===== src/rtl/eje7_sweep_ctrl.sv =====
// eje7_sweep_ctrl: walks all 16 {A,B,C,D} vectors (and the 8 {x,y,z} vectors)
// through the eje7 block. For each vector it waits SETTLE cycles, then compares
// every original output with its simplified counterpart. At the end it reports
// the mismatch count, the first failing vector and an overall pass flag.
module eje7_sweep_ctrl #(
    parameter logic [3:0] SETTLE = 4'd1
) (
    input  logic       clk,
    input  logic       reset,
    input  logic       start,
    output logic       A,
    output logic       B,
    output logic       C,
    output logic       D,
    output logic       x,
    output logic       y,
    output logic       z,
    input  logic       Y,
    input  logic       Y_2,
    input  logic       Z,
    input  logic       Z_2,
    input  logic       F2,
    input  logic       F2_2,
    output logic       busy,
    output logic       done,
    output logic       pass,
    output logic [4:0] err_count,
    output logic [3:0] fail_vec,
    output logic [2:0] fail_mask
);

    typedef enum logic [2:0] {
        ST_IDLE,
        ST_DRIVE,
        ST_SETTLE,
        ST_CHECK,
        ST_FINISH
    } state_t;

    state_t      state;
    state_t      next_state;
    logic [3:0]  idx;
    logic [3:0]  next_idx;
    logic [3:0]  settle_cnt;
    logic [2:0]  xyz_q;
    logic        first_seen;
    logic [2:0]  mismatch;

    // The vector index doubles as the {A,B,C,D} register, so the eje7 inputs
    // always come straight from flops.
    assign {A, B, C, D} = idx;
    assign {x, y, z}    = xyz_q;
    assign next_idx     = idx + 4'd1;
    assign mismatch     = {Y ^ Y_2, Z ^ Z_2, F2 ^ F2_2};

    // State register.
    always_ff @(posedge clk or posedge reset) begin
        if (reset) begin
            state <= ST_IDLE;
        end else begin
            state <= next_state;
        end
    end

    // Next-state logic: one DRIVE cycle, SETTLE wait cycles, one CHECK cycle per vector.
    always_comb begin
        next_state = state;
        case (state)
            ST_IDLE: begin
                if (start) begin
                    next_state = ST_DRIVE;
                end
            end
            ST_DRIVE: begin
                next_state = (SETTLE == 4'd0) ? ST_CHECK : ST_SETTLE;
            end
            ST_SETTLE: begin
                if (settle_cnt == 4'd1) begin
                    next_state = ST_CHECK;
                end
            end
            ST_CHECK: begin
                next_state = (idx == 4'hF) ? ST_FINISH : ST_DRIVE;
            end
            ST_FINISH: begin
                next_state = ST_IDLE;
            end
            default: begin
                next_state = ST_IDLE;
            end
        endcase
    end

    // Datapath and registered status outputs; results hold until the next accepted start.
    always_ff @(posedge clk or posedge reset) begin
        if (reset) begin
            idx        <= 4'd0;
            xyz_q      <= 3'd0;
            settle_cnt <= 4'd0;
            first_seen <= 1'b0;
            busy       <= 1'b0;
            done       <= 1'b0;
            pass       <= 1'b0;
            err_count  <= 5'd0;
            fail_vec   <= 4'd0;
            fail_mask  <= 3'd0;
        end else begin
            busy <= (next_state != ST_IDLE);
            done <= (next_state == ST_FINISH);
            case (state)
                ST_IDLE: begin
                    if (start) begin
                        idx        <= 4'd0;
                        xyz_q      <= 3'd0;
                        first_seen <= 1'b0;
                        pass       <= 1'b0;
                        err_count  <= 5'd0;
                        fail_vec   <= 4'd0;
                        fail_mask  <= 3'd0;
                    end
                end
                ST_DRIVE: begin
                    settle_cnt <= SETTLE;
                end
                ST_SETTLE: begin
                    settle_cnt <= settle_cnt - 4'd1;
                end
                ST_CHECK: begin
                    if (mismatch != 3'd0) begin
                        if (err_count != 5'd31) begin
                            err_count <= err_count + 5'd1;
                        end
                        if (!first_seen) begin
                            fail_vec   <= idx;
                            fail_mask  <= mismatch;
                            first_seen <= 1'b1;
                        end
                    end
                    if (idx != 4'hF) begin
                        idx   <= next_idx;
                        xyz_q <= next_idx[3] ? 3'b111 : next_idx[2:0];
                    end
                end
                ST_FINISH: begin
                    pass <= (err_count == 5'd0);
                end
                default: begin
                end
            endcase
        end
    end

endmodule


===== config.mk =====
export PLATFORM = sky130hd
export DESIGN_NAME = eje7_sweep_ctrl
export DESIGN_NICKNAME = d
export VERILOG_FILES = /design/src/rtl/eje7_sweep_ctrl.sv
export SDC_FILE = /design/constraint.sdc
export NUM_CORES = 1
export LEC_CHECK = 0
export CORE_MARGIN = 4
export CORE_UTILIZATION = 50
export DETAILED_ROUTE_END_ITERATION = 8
export GPL_TIMING_DRIVEN = 0
export PLACE_DENSITY = 0.76
export SLEW_MARGIN = 25
export SYNTH_ARGS = -nofsm -noshare
export SYNTH_HDL_FRONTEND = slang
export SYNTH_SLANG_ARGS = --single-unit

===== constraint.sdc =====
create_clock -name clk -period 3.2 [get_ports clk]
set_input_delay 0.96 -clock clk [delete_from_list [all_inputs] [get_ports clk]]
set_output_delay 0.96 -clock clk [all_outputs]
set_load 0.005 [all_outputs]

# [Yosys cells after proc, flatten, opt, wreduce, memory -nomap -nowiden]
# Index checks and enable logic that the tools add are counted.
[totals] regBits=30 inputBits=9 output_inout_bits=22 word_cells=69
[op_classes] addsub=3 eq_ne=14 n_mux=26 n_bitwise=3 n_reduce_logical=12
[ops] cell="two-way mux 3 bit" count=8
[ops] cell="case mux 4 bit (2 select lines)" count=3
[ops] cell="two-way mux 4 bit" count=4
[ops] cell="two-way mux 5 bit" count=3
[ops] cell="case mux 3 bit (2 select lines)" count=2
[ops] cell="case mux 3 bit (4 select lines)" count=1
[ops] cell="inequality test 2 bit, second input constant" count=5
[ops] cell="case mux 5 bit (2 select lines)" count=1
[ops] cell="AND reduction 4 bit" count=2
[ops] cell="equality test 3 x 2 -> 1 bit, second input constant" count=2
[ops] cell="equality test 3 bit, second input constant" count=2
[ops] cell="AND reduction 3 bit" count=2
[ops] cell="nonzero test 2 bit" count=3
[ops] cell="nonzero test 3 bit" count=2
[ops] cell="adder 5 x 1 -> 5 bit, second input constant" count=1
[ops] cell="logical NOT 5 bit" count=1
[ops] cell="inequality test 5 bit, second input constant" count=1
[ops] cell="adder 4 x 1 -> 4 bit, second input constant" count=1
[ops] cell="equality test 4 x 1 -> 1 bit, second input constant" count=1
[ops] cell="equality test 4 bit, second input constant" count=1
[ops] cell="inequality test 4 bit, second input constant" count=1
[ops] cell="case mux 1 bit (2 select lines)" count=2
[ops] cell="subtractor 4 x 1 -> 4 bit, second input constant" count=1
[ops] cell="equality test 3 x 1 -> 1 bit, second input constant" count=1
[ops] cell="other kinds (4)" count=7

# [Depth between registers and ports, before layout]
[logic_depth] ltp_word=4 depth_mapped=6 mapped_depth_nobuf=6

# [Worst setup path after synthesis]
# No wires, ideal clock.
[synth_path] path_kind="input -> register" from="input port start" to="register xyz_q[2]" setup_time_ns=0.124 arrival_ns=1.665 t_required_ns=3.076 setup_slack_ns=1.411 stages=4 n_path_buf=1 cell_sequence="a22oi_1 -> or2_1 -> clkbuf_1 -> a211o_1"
[synth_via] elab_chain_len=2
[synth_lines] item="start: declaration" line_no="10" text="input logic start,"
[synth_lines] item="inequality test 2 bit (no source line)"
[synth_lines] item="AND reduction 3 bit (no source line)"
[synth_lines] item="end signal: assignment" line_no="141" text="xyz_q <= next_idx[3] ? 3'b111 : next_idx[2:0];"
[synth_lines] item="end: declaration" line_no="45" text="logic [2:0] xyz_q;"
# No other way between the ends.
# A chain may end at the register's enable or synchronous reset.

# [Final worst setup path]
[layout_path] from="register idx[0]" to="output port D"
[layout_rtl] item="start: declaration" line_no="42" text="logic [3:0] idx;"
[layout_rtl] item="start signal: assignment" line_no="140" text="idx <= next_idx;"
[layout_rtl] item="end: declaration" line_no="14" text="output logic D,"
# No word-level cell between the ends.

==> flow_summary.toml <==
[status]
outcome = "finished clean"

[routing]
routed_wirelength_um = 3350
post_drt_wl_per_cell_um = 15.3
dr_total_vias = 1269
ant_nets = 0
via_per_inst = 5.79
first_iter_violations = 96
drtPass1Iterations = 4
drc = 0

[worst_setup_path]
critPathMaxFanout = 7
cpPeakStageDelay_ns = 0.55
r2r_slack_ns = 1.36
cpMaxStageDelayCell = "clkdlybuf4s50_1"
cp_top_family = "buffers and inverters"
critPathArrivalTime_ns = 1.33
path_buf_inv = 1
path_cells = "clkdlybuf4s50_1"
cp.required_ns = 2.24
worst_setup_path_end_kind = "output pin"
ff2ff_path_depth = 6
worst_setup_path_start_kind = "flip-flop"
reg2reg_to = "err_count[2]"
reg2reg_from = "err_count[0]"
worstSetupPathType = "flip-flop to output pin"

[timing]
fin_crit_sh_pct = 71.7
rsz0062_at_grt = "false"
max_freq_mhz = 436
worstMarginPinSlew_ns = 0.617
fin_ws_ns = 0.905
final-setup-viol-count = 0
period_minus_slack_ns = 2.29
maxSlewHeadroom_pct = 58.8
drv_slew = 0
skew_ns = 0.00330
fin_tns_setup_ns = 0
hold_viol = 0

[floorplan]
core_area_um2 = 2810
die_area_um2 = 3900
die_w_um = 62.5
ios = 31
rows = 19
start_util_pct = 52.9
dieHeight_um = 62.5

[logic_synthesis]
syn_area_per_cell_um2 = 9.89
synth-edff-count = 0
synth_xor_area_share_pct = 5.31
ys_warn_count = 0
synth_adder_area_share_pct = 5.06
synth-async-reset-ratio_pct = 100
yosys.area.top_type = "dfrtp_1"
synthTopCellsByArea = "dfrtp_1 51%, o21ai_0 5.4%, ha_1 5.1%"
synthCells = 150
yosysSeqAreaShare_pct = 50.6
yosysUniqueCellTypes = 36
synthMuxAreaShare_pct = 0
synth_top_family_by_area = "compound AO/OA/AOI/OAI gates"
synth_compound_area_share_pct = 18.1
synth_top_cell_area_share_pct = 50.6
netlist_area_um2 = 1480
yosys.area_share.simple_pct = 17.3
synthFlopType = "dfrtp_1"
syn_nets = 165
ys_seq_elements = 30

[global_routing]
first_global_vias = 1312
antenna_found_initial = 0
gr-total-overflow = 0
grt_pass1_wl_um = 5930
grt_max_degree = 31
track_usage_pct = 19.2

[finish]
fin_nets = 202
drive_gt1_share_pct = 5.32
syn2layout_area_growth_pct = 26.9
nFillCells = 242
antenna_cells = 0

[placement]
dp_hpwl_um = 2500
port_buffers = 30
place.gp.congestion = 0.782
pre_cts_ws_ns = 0.667

[clocking]
cts_setup_buffers = 0
numClockSinks = 30
clk_path_buf_depth = 2
tritoncts = "built"
clk_pin_slew_ns = 0.09
cts-root-buf = "clkbuf_4"
cts_buffers = 5
clock_latency_ns = 0.33
cts_resized = 0
htreeDepth = 2
ctsHoldBuffers = 0

[power]
ir_worst_vdd_v = 0.000320
p_leak_nw = 0.830
p_per_area_nw_per_um2 = 489

[worst_hold_path]
holdPathStages = 2
min_from = "pass"
worstHoldPathType = "flip-flop to flip-flop"
whs_endpoint = "pass"

[run]
maxCapViolations = 0
[cell usage after synthesis (2+ instances only)]
| cell | n |
|---|---|
| nor2_1 | 8 |
| nand2_1 | 12 |
| nor3_1 | 6 |
| inv_1 | 8 |
| a22o_1 | 4 |
| xnor2_1 | 5 |
| clkbuf_1 | 5 |
| a21o_1 | 3 |
| nor2b_1 | 2 |
| o21ai_0 | 16 |
| a21oi_1 | 8 |
| dfrtp_1 | 30 |
| xor2_1 | 4 |
| nand3b_1 | 2 |
| nand3_1 | 9 |
| ha_1 | 6 |
| a22oi_1 | 3 |
[per-stage QoR]
stage	std cells	hold WS, ns	utilization [%]	cell area [um^2]	power (mW)
finish	219	0.488	67.1	1880	0.920
global placement	211	0.461	65.0	1820	0.678
global route	219	0.525	67.1	1880	0.984
detailed placement	211	0.468	65.0	1820	0.692
CTS	219	0.489	67.1	1880	0.930
floorplan	150	0.458	-	1480	0.581
[layout by cell type, fill, tap and decap left out, types with 2 or more instances in the layout]
cell type,n
a21o_1,3
a21oi_1,8
a22o_1,4
a22oi_1,3
clkbuf_1,6
clkbuf_4,5
clkdlybuf4s50_1,30
dfrtp_1,30
ha_1,6
inv_1,7
nand2_1,12
nand3_1,9
nand3b_1,2
nor2_1,8
nor2b_1,2
nor3_1,6
o21ai_0,16
xnor2_1,5
xor2_1,4
[state kept, by name (all words and copies together), names as in the netlist]
register,flops
busy,1
done,1
err_count,5
fail_mask,3
fail_vec,4
first_seen,1
idx,4
pass,1
settle_cnt,4
state,3
xyz_q,3
[kinds of logic (layout without fill, tap and decap cells)]
family / Yosys count / in the layout
AO/OA/AOI/OAI: 42 / 42
XOR/XNOR: 9 / 9
adder cells (fa/ha/maj): 6 / 6
buffers and inverters: 14 / 52
flip-flops: 30 / 30
AND/OR/NAND/NOR: 49 / 49
[how the worst max path moves through the flow]
stage,start,to,depth (start not counted)
floorplan,start,xyz_q[2],4
global placement,start,xyz_q[2],5
detailed placement,F2_2,fail_mask[2],5
CTS,idx[0],D,1
global route,F2_2,fail_mask[2],5
finish,idx[0],D,1
[worst reg2reg max path, cell delays in order (launching register included)]
cell and delay, ns:
dfrtp_1 0.45, ha_1 0.25, and3_1 0.19, ha_1 0.20, a311o_1 0.39, nand3_1 0.13
o21ai_0 0.10
[power breakdown]
| group | internal [mW] | switching [mW] |
|---|---|---|
| clock | 0.106 | 0.131 |
| combinational | 0.121 | 0.104 |
| sequential | 0.417 | 0.0404 |
[area by class of cell]
type	instances	area, um^2	share of cell area (%)
Sequential cell	30	751	39.9
Clock buffer	7	55.1	2.92
Tap cell	31	38.8	2.06
Timing Repair Buffer	30	300	15.9
Clock inverter	1	5.00	0.266
Buffer	6	23.8	1.26
Inverter	8	30.0	1.59
Multi-Input combinational cell	106	679	36.1
[metal layers]
metal / up-vias / track usage (%) / routed length, um
met5: - / 0 / 0
met4: 0 / 7.99 / 48
met3: 5 / 7.37 / 171
met2: 36 / 31.4 / 1700
met1: 619 / 22.5 / 1440
li1: 609 / - / -
Note: power is estimated with default switching activity, not from simulation.
